$ cat config.mk
export PLATFORM = sky130hd
export DESIGN_NAME = seg_scan
export DESIGN_NICKNAME = d
export VERILOG_FILES = /design/src/rtl/seg_pkg.sv /design/src/rtl/seg_hex_decode.sv /design/src/rtl/seg_scan.sv
export SDC_FILE = /design/constraint.sdc
export NUM_CORES = 1
export LEC_CHECK = 0
export CAP_MARGIN = 20
export CORE_MARGIN = 4
export CORE_UTILIZATION = 40
export DETAILED_ROUTE_END_ITERATION = 7
export PLACE_DENSITY = 0.57
export SLEW_MARGIN = 30
export SYNTH_ARGS = -nofsm -noshare
export SYNTH_HDL_FRONTEND = slang
export SYNTH_SLANG_ARGS = --single-unit
$ cat constraint.sdc
create_clock -name CLK -period 4.32 [get_ports CLK]
set_clock_uncertainty 0.05 [all_clocks]
set_input_delay 0.864 -clock CLK [delete_from_list [all_inputs] [get_ports CLK]]
set_output_delay 0.864 -clock CLK [all_outputs]
set_load 0.005 [all_outputs]
$ cat src/rtl/seg_pkg.sv
// Shared types and constants for the multiplexed seven-segment scanner.
// Segment byte is active-low {dp,g,f,e,d,c,b,a}.
package seg_pkg;

    typedef enum logic {
        StBlank = 1'b0,
        StShow  = 1'b1
    } state_e;

    localparam logic [7:0] SEG_OFF = 8'hFF;
    localparam logic [3:0] SD_OFF  = 4'hF;

    // Entry n is the dp-off pattern for hex value n.
    localparam logic [15:0][7:0] HEX_SEG = {
        8'h8E, 8'h86, 8'hA1, 8'hC6, 8'h83, 8'h88, 8'h90, 8'h80,
        8'hF8, 8'h82, 8'h92, 8'h99, 8'hB0, 8'hA4, 8'hF9, 8'hC0
    };

    // Bit n set when digit n is a blankable leading zero; digit 0 is never blanked.
    function automatic logic [3:0] lz_blank(input logic [15:0] data,
                                            input logic [3:0]  dp,
                                            input logic        lz);
        logic [3:0] blank;
        logic       run;
        blank = 4'b0000;
        run   = lz;
        for (int n = 3; n >= 1; n--) begin
            run      = run && (data[4*n +: 4] == 4'h0) && !dp[n];
            blank[n] = run;
        end
        return blank;
    endfunction

endpackage

$ cat src/rtl/seg_hex_decode.sv
// Combinational hex-to-segment decoder with decimal point and blanking.
module seg_hex_decode
    import seg_pkg::*;
(
    input  logic [3:0] nibble_i,
    input  logic       dp_i,
    input  logic       blank_i,
    output logic [7:0] seg_o
);

    always_comb begin
        seg_o = SEG_OFF;
        if (!blank_i) begin
            seg_o = HEX_SEG[nibble_i] & ~{dp_i, 7'b000_0000};
        end
    end

endmodule

$ cat src/rtl/seg_scan.sv
// Four-digit multiplexed display scanner with blank/show timing and a
// one-word pending buffer committed only at frame boundaries.
module seg_scan
    import seg_pkg::*;
#(
    parameter int unsigned DIV  = 50000,
    parameter int unsigned DEAD = 4
) (
    input  logic        CLK,
    input  logic        RST,
    input  logic        in_valid,
    input  logic [15:0] in_data,
    input  logic [3:0]  in_dp,
    input  logic        in_lz,
    output logic        in_ready,
    output logic [3:0]  SD,
    output logic [7:0]  SEG,
    output logic        frame_done
);

    localparam int unsigned CntMax = (DIV > DEAD) ? DIV : DEAD;
    localparam int unsigned CntW   = (CntMax > 1) ? $clog2(CntMax) : 1;
    localparam logic [CntW-1:0] DivLast  = CntW'(DIV - 1);
    localparam logic [CntW-1:0] DeadLast = CntW'(DEAD - 1);

    state_e          state_q, state_d;
    logic [CntW-1:0] cnt_q, cnt_d;
    logic [1:0]      idx_q, idx_d;
    logic [15:0]     disp_data_q, disp_data_d;
    logic [3:0]      disp_dp_q, disp_dp_d;
    logic            disp_lz_q, disp_lz_d;
    logic [15:0]     buf_data_q, buf_data_d;
    logic [3:0]      buf_dp_q, buf_dp_d;
    logic            buf_lz_q, buf_lz_d;
    logic            pend_q, pend_d;
    logic [3:0]      sd_q, sd_d;
    logic [7:0]      seg_q, seg_d;
    logic            frame_done_q;

    logic            boundary;
    logic            accept;
    logic            commit;
    logic [3:0]      blank_vec;
    logic [3:0]      dec_nibble;
    logic            dec_dp;
    logic            dec_blank;
    logic [7:0]      dec_seg;

    always_comb begin
        state_d  = state_q;
        cnt_d    = cnt_q + CntW'(1);
        idx_d    = idx_q;
        boundary = 1'b0;
        case (state_q)
            StBlank: begin
                if (cnt_q == DeadLast) begin
                    state_d = StShow;
                    cnt_d   = '0;
                end
            end
            StShow: begin
                if (cnt_q == DivLast) begin
                    state_d  = StBlank;
                    cnt_d    = '0;
                    idx_d    = idx_q + 2'd1;
                    boundary = (idx_q == 2'd3);
                end
            end
            default: begin
                state_d = StBlank;
                cnt_d   = '0;
            end
        endcase
    end

    // A word accepted on the boundary edge itself waits for the next boundary.
    always_comb begin
        accept      = in_valid && !pend_q;
        commit      = boundary && pend_q;
        disp_data_d = commit ? buf_data_q : disp_data_q;
        disp_dp_d   = commit ? buf_dp_q   : disp_dp_q;
        disp_lz_d   = commit ? buf_lz_q   : disp_lz_q;
        buf_data_d  = accept ? in_data    : buf_data_q;
        buf_dp_d    = accept ? in_dp      : buf_dp_q;
        buf_lz_d    = accept ? in_lz      : buf_lz_q;
        pend_d      = pend_q;
        if (commit) begin
            pend_d = 1'b0;
        end else if (accept) begin
            pend_d = 1'b1;
        end
    end

    // Outputs are decoded from next-state values so they move on the same edge.
    always_comb begin
        blank_vec  = lz_blank(disp_data_d, disp_dp_d, disp_lz_d);
        dec_nibble = disp_data_d[{idx_d, 2'b00} +: 4];
        dec_dp     = disp_dp_d[idx_d];
        dec_blank  = blank_vec[idx_d];
    end

    seg_hex_decode u_dec (
        .nibble_i (dec_nibble),
        .dp_i     (dec_dp),
        .blank_i  (dec_blank),
        .seg_o    (dec_seg)
    );

    always_comb begin
        sd_d  = SD_OFF;
        seg_d = SEG_OFF;
        if (state_d == StShow) begin
            sd_d  = ~(4'b0001 << idx_d);
            seg_d = dec_seg;
        end
    end

    always_ff @(posedge CLK or negedge RST) begin
        if (!RST) begin
            state_q      <= StBlank;
            cnt_q        <= '0;
            idx_q        <= 2'd0;
            disp_data_q  <= 16'h0000;
            disp_dp_q    <= 4'h0;
            disp_lz_q    <= 1'b0;
            buf_data_q   <= 16'h0000;
            buf_dp_q     <= 4'h0;
            buf_lz_q     <= 1'b0;
            pend_q       <= 1'b0;
            sd_q         <= SD_OFF;
            seg_q        <= SEG_OFF;
            frame_done_q <= 1'b0;
        end else begin
            state_q      <= state_d;
            cnt_q        <= cnt_d;
            idx_q        <= idx_d;
            disp_data_q  <= disp_data_d;
            disp_dp_q    <= disp_dp_d;
            disp_lz_q    <= disp_lz_d;
            buf_data_q   <= buf_data_d;
            buf_dp_q     <= buf_dp_d;
            buf_lz_q     <= buf_lz_d;
            pend_q       <= pend_d;
            sd_q         <= sd_d;
            seg_q        <= seg_d;
            frame_done_q <= boundary;
        end
    end

    assign in_ready   = ~pend_q;
    assign SD         = sd_q;
    assign SEG        = seg_q;
    assign frame_done = frame_done_q;

endmodule

# Yosys cells after proc, flatten, opt, wreduce, memory -nomap -nowiden
# Memory sizes are Yosys's and may differ from the RTL's.
# Index checks and enable logic that the tools add are counted.
# word_totals
input_bits	24
mem_bits_ro	128
n_memories	1
ff_bits	75
output_inout_bits	14
elab_cells	67
# mem_list
name	depth	width	rd	rd_ports_with_merged_regs	write_ports	line_no	rtl
(no name shown)	16	8	1	0	0	seg_hex_decode.sv:14	seg_o = HEX_SEG[nibble_i] & ~{dp_i, 7'b000_0000};
# classes
muxes	23
magnitude_cmp	2
n_eq_ne	3
n_shift	2
bitwise_logic	5
add_sub_neg	2
reduce_logical	16
# op_table
cell	count
$mux 16	3
$pmux 16 s2	1
$mux 8	3
$add 16x1->16 const B	1
$eq 16x16->1 const B	1
$eq 16x2->1 const B	1
$shiftx 16x5->4	1
$logic_not 4->1	3
$mux 1	9
$and 8x8->8	1
$logic_and 1x1->1	8
$mux 4	2
$not 8->8	1
$lt 4x5->1 const B	1
$bmux 1 s2	2
$logic_not 1->1	4
$mux 2	2
$not 4->4	1
$shl 1x2->4 const A	1
$lt 2x3->1 const B	1
$add 2x1->2 const B	1
$eq 2x2->1 const B	1
$not 1->1	2
$pmux 1 s2	1
$reduce_bool 2->1	1

# Longest topological paths before layout
# logic_depth
depth_word	16
ltp_mapped	15
mapped_depth_nobuf	14

# By module
# A second synthesis with hierarchy kept.
# unflattened
cells_unflattened	296
hier_area_um2	3578.4
# by_module_without_submodules
module	seq_area_each_um2	n_inst	cells_per_inst	area_per_inst_um2
seg_scan	1891.8	1	255	3291.9
seg_hex_decode	0.0	1	41	286.5

# Least setup slack after synthesis
# Ideal clock, no wire load.
# synth_timing
path_kind	reg-to-reg
start	register cnt_q[10]
end	register seg_q[6], in the netlist SEG[6]
stages_incl_launch_ff	12
t_arrival_ps	3397
setup_time_ps	80
required_time_ps	4190
path_buffers	1
synth_period_minus_slack_ps	3527
path_slack_ps	793
cell_sequence	dfrtp_1 or4_1 or4_1 buf_6 nor2_8 mux2i_1 mux2i_4 inv_1 ha_1 mux2_1 a22oi_1 nand2_1
# synth_between
elab_chain_cells	16
elab_cells_between_ends	33
cone_classes	eq/ne: 2; shift: 1; mux: 15; bitwise: 1; reduce/logical: 13; memory: 1
# synth_rtl
item	line_no	rtl
start: declaration	seg_scan.sv:27	logic [CntW-1:0] cnt_q, cnt_d;
start signal: assignment	seg_scan.sv:135	cnt_q <= cnt_d;
branches (longest 15 deep; another with $mem_v2 16x8)	n/a	
$mux 8 (*)	seg_scan.sv:112	if (state_d == StShow) begin
net seg_d[6]	seg_scan.sv:37	logic [7:0] seg_q, seg_d;
end signal: assignment	seg_scan.sv:145	seg_q <= seg_d;
end: declaration	seg_scan.sv:37	
# Mark *: on every way through the listed nets, which the timed path passes. The select of a mux whose other input is x is not followed.
# A chain may end at the register's enable or synchronous reset.

# Final worst setup path
# layout_timing
start	register cnt_q[10]
end	register seg_q[6], in the netlist SEG[6]
# layout_between
elab_cells_between_ends	33
cone_classes	eq/ne: 2; shift: 1; mux: 15; bitwise: 1; reduce/logical: 13; memory: 1
# layout_rtl
item	line_no	rtl
$eq 16x16->1 (*)	seg_scan.sv:62	if (cnt_q == DivLast) begin
$mux 1 (*)	seg_scan.sv:62	
$mux 1 (*)	seg_scan.sv:54	case (state_q)
$logic_and 1x1->1 (*)	seg_scan.sv:79	commit = boundary && pend_q;
$mux 16 (*)	seg_scan.sv:80	disp_data_d = commit ? buf_data_q : disp_data_q;
net disp_data_d[5]	seg_scan.sv:29	logic [15:0] disp_data_q, disp_data_d;
branches (longest 5 deep; another with $mem_v2 16x8)	n/a	
$mux 8 (*)	seg_hex_decode.sv:13	if (!blank_i) begin
$mux 8 (*)	seg_scan.sv:112	
net seg_d[6]	seg_scan.sv:37	
# Marked as above.

==> metrics.md <==
| Metric | Value |
|---|---|
| Max cap viols | 0 |
| Startpoint types | flip-flop |
| Yosys reg bits | 75 |
| Final Hold Viols | 0 |
| Row count | 34 |
| Iter 0 DRT Violations | 83 |
| Max incr delay on CP | 0.61 ns |
| Final setup viols | 0 |
| F_max | 255 MHz |
| CP arrival | 4.14 ns |
| Worst path cell trace | or4_1, or4_1, nor3_4, mux2_2, mux2i_1, mux2_4, inv_1, ha_1, mux2_1, a22oi_1, nand2_1 |
| Synth top cells by count | 63 x dfrtp_1, 41 x mux2_2, 26 x nor2_1, 15 x nand2_1 |
| Slew HR | 48.3% |
| Initial antenna violation count | 0 |
| H-tree depth | 3 |
| Max Root-Sink Buffers | 2 |
| Largest net degree at the start of global routing | 76 |
| Ys async rst share | 100% |
| Starting Density | 41.4% |
| Number of global-route vias before repair | 2472 |
| Post-CTS Hold Fix Bufs | 0 |
| Layout area overhead | 18.4% |
| Cell Pwr Density | 311 mW/mm2 |
| Critical R2R Launch | cnt_q[10]$_DFF_PN0_ |
| CP Launch Point | cnt_q[10]$_DFF_PN0_ |
| Post-CTS resize count | 0 |
| Run status | finished clean |
| Critical Path End Type | flip-flop |
| Syn Area/Cell | 12.3 um2 |
| DRC errors left | 0 |
| Post-Synthesis Cells | 296 |
| Critical path fanouts, max | 12 |
| Critical path class | flip-flop to flip-flop |
| Post-route ant nets | 0 |
| Syn_nets | 328 |
| Share of layout cells above drive strength 1 | 25.7% |
| Grt total ovfl | 0 |
| Most numerous cell in the Yosys netlist | dfrtp_1 |
| Netlist cell types | 47 |
| Die area | 0.0107 mm2 |
| # IOs | 38 |
| Skew-Pair Late Insertion Delay | 0.36 ns |
| Area after DPL | 0.00412 mm2 |
| Hold Path Class | flip-flop to flip-flop |
| Hold slack | 0.414 ns |
| Finished layout cell area | 0.00431 mm2 |
| VDD IR max | 195 uV |
| Power Total | 1340 uW |
| Final #Nets | 369 |
| Cell taking the most area after synthesis | dfrtp_1 |
| Placed instance count | 434 |
| Most used flip-flop cell after synthesis | dfrtp_1 |
| GPL Wtd Cong | 0.796 |
| Clk root buf | clkbuf_8 |
| Period minus WS final | 3.93 ns |
| CTS tree | yes |
| Drt first pass iters | 4 |
| Most used cell, CP | or4_1 |
| CORE AREA | 0.00881 mm2 |
| Setup_tns | 0 ns |
| GRT Total Usage | 15.4% |
| Critical Path RT | 4.54 ns |
| RSZ-0062 raised after global routing | no |
| Routed wire length | 7320 um |
| First-pass GRT wire length | 12500 um |
| Post-synth top area share | 43.3% |
| # Post-CTS Setup Buffers | 0 |
| Die H | 103 um |
| IO buf count | 37 |
| Syn Std Cell Area | 0.00364 mm2 |
| Final Non-Filler Cells | 450 |
| Post-synth EDFFs | 0 |
| Critical path's slowest cell | or4_1 |
| Post-DR vias/cell | 5.25 |
| Ys Warns | 0 |
| Register area share after synthesis | 51.9% |
| Clock-pin slew on the worst setup and hold paths | 0.09 ns |
| Final max-slew violation count | 0 |
| Diode count | 0 |
| Leak pwr | 0.00194 uW |
| Hold_sp | cnt_q[0]$_DFF_PN0_ |
| Wire per inst | 16.3 um |
| Die width | 103 um |
| Worst-Margin Slew | 0.775 ns |
| Fin crit share | 90.9% |
| CTS Buf Count | 9 |
| Vias | 2364 |
| Clock sinks | 75 |
| Largest cells by area after synthesis | dfrtp_1 43%, mux2_2 13%, dfstp_2 8.7% |
| Post-detail-place hpwl | 5360 um |
## per-stage QoR
| step | setup slack (ns) | utilization [%] |
|---|---|---|
| after global routing | 0.153 | 49.0 |
| after detailed placement | 0.386 | 46.8 |
| after floorplan | 0.793 | - |
| after CTS | 0.373 | 48.9 |
| after global placement | 0.496 | 46.6 |
| final | 0.395 | 49.0 |
## cells in the final DEF (no fill, tap or decap), drive strengths merged, types with 2 or more instances in the layout
cell / count
nor2: 27
and2: 2
or4: 8
mux2i: 13
nor2b: 4
o221ai: 2
dfstp: 12
clkdlybuf4s50: 36
clkinv: 4
clkbuf: 9
dfrtp: 63
mux4: 5
nand2b: 3
a21oi: 5
inv: 9
ha: 8
nor4: 5
buf: 6
nand3b: 4
mux2: 43
xnor2: 9
nand3: 10
nor3: 4
nor4b: 2
nand2: 15
clkinvlp: 2
o21ai: 6
and3: 7
xor2: 6
## kinds of logic (layout without fill, tap and decap cells)
kind of cell / after synthesis / in the layout / share of synthesized area [%]
compound gates: 22 / 22 / 4.09
xor+xnor: 15 / 15 / 3.61
fa+ha+maj: 8 / 8 / 2.75
buf+inv: 21 / 67 / 3.06
flops: 75 / 75 / 51.9
mux: 61 / 61 / 20.4
simple gates: 94 / 94 / 14.2
## power breakdown
part / leakage, uW / switching (uW) / internal [uW]
clock network: 0.0000950 / 271 / 264
logic: 0.000902 / 21.6 / 38.2
registers: 0.000942 / 23.6 / 725
## critical path: cells and delay by family, from the launching register on
family | cells | cell delay (ns)
compound gates | 1 | 0.14
fa+ha+maj | 1 | 0.24
buf+inv | 1 | 0.08
flops | 1 | 0.42
mux | 4 | 1.07
simple gates | 4 | 1.84
## registers in the layout (all words and copies together) (netlist names)
name         cells
buf_data_q      16
cnt_q           16
disp_data_q     16
SEG              8
SD               4
buf_dp_q         4
disp_dp_q        4
idx_q            2
buf_lz_q         1
disp_lz_q        1
frame_done       1
pend_q           1
state_q          1
## final cells by class
cell class              count  area [um2]
fillers                   808        4490
clock buffers               9         124
well taps                 108         135
multi-input cells         200        1650
clock inverters             7        68.8
flip-flops and latches     75        1890
inverters                   9        33.8
repair buffers             42         409
## routing by layer
metal  up-vias  global-route usage, %  wire length [um]
li1       1143                      -                 -
met1      1171                   20.7              3450
met2        40                   24.4              3510
met3        10                   3.22               242
met4         0                   6.08               120
met5         -                      0                 0
## final timing paths
path,endpoint,slack [ns],depth (start not counted)
max,SEG[6]$_DFF_PN1_,0.40,11
min,cnt_q[0]$_DFF_PN0_,0.41,1
max reg2reg,SEG[6]$_DFF_PN1_,0.40,11
min reg2reg,cnt_q[0]$_DFF_PN0_,0.41,1
max in group asynchronous,buf_data_q[14]$_DFFE_PN0P_,3.29,1
min in group asynchronous,cnt_q[0]$_DFF_PN0_,0.46,1
Power figures use the tool's default switching activity.
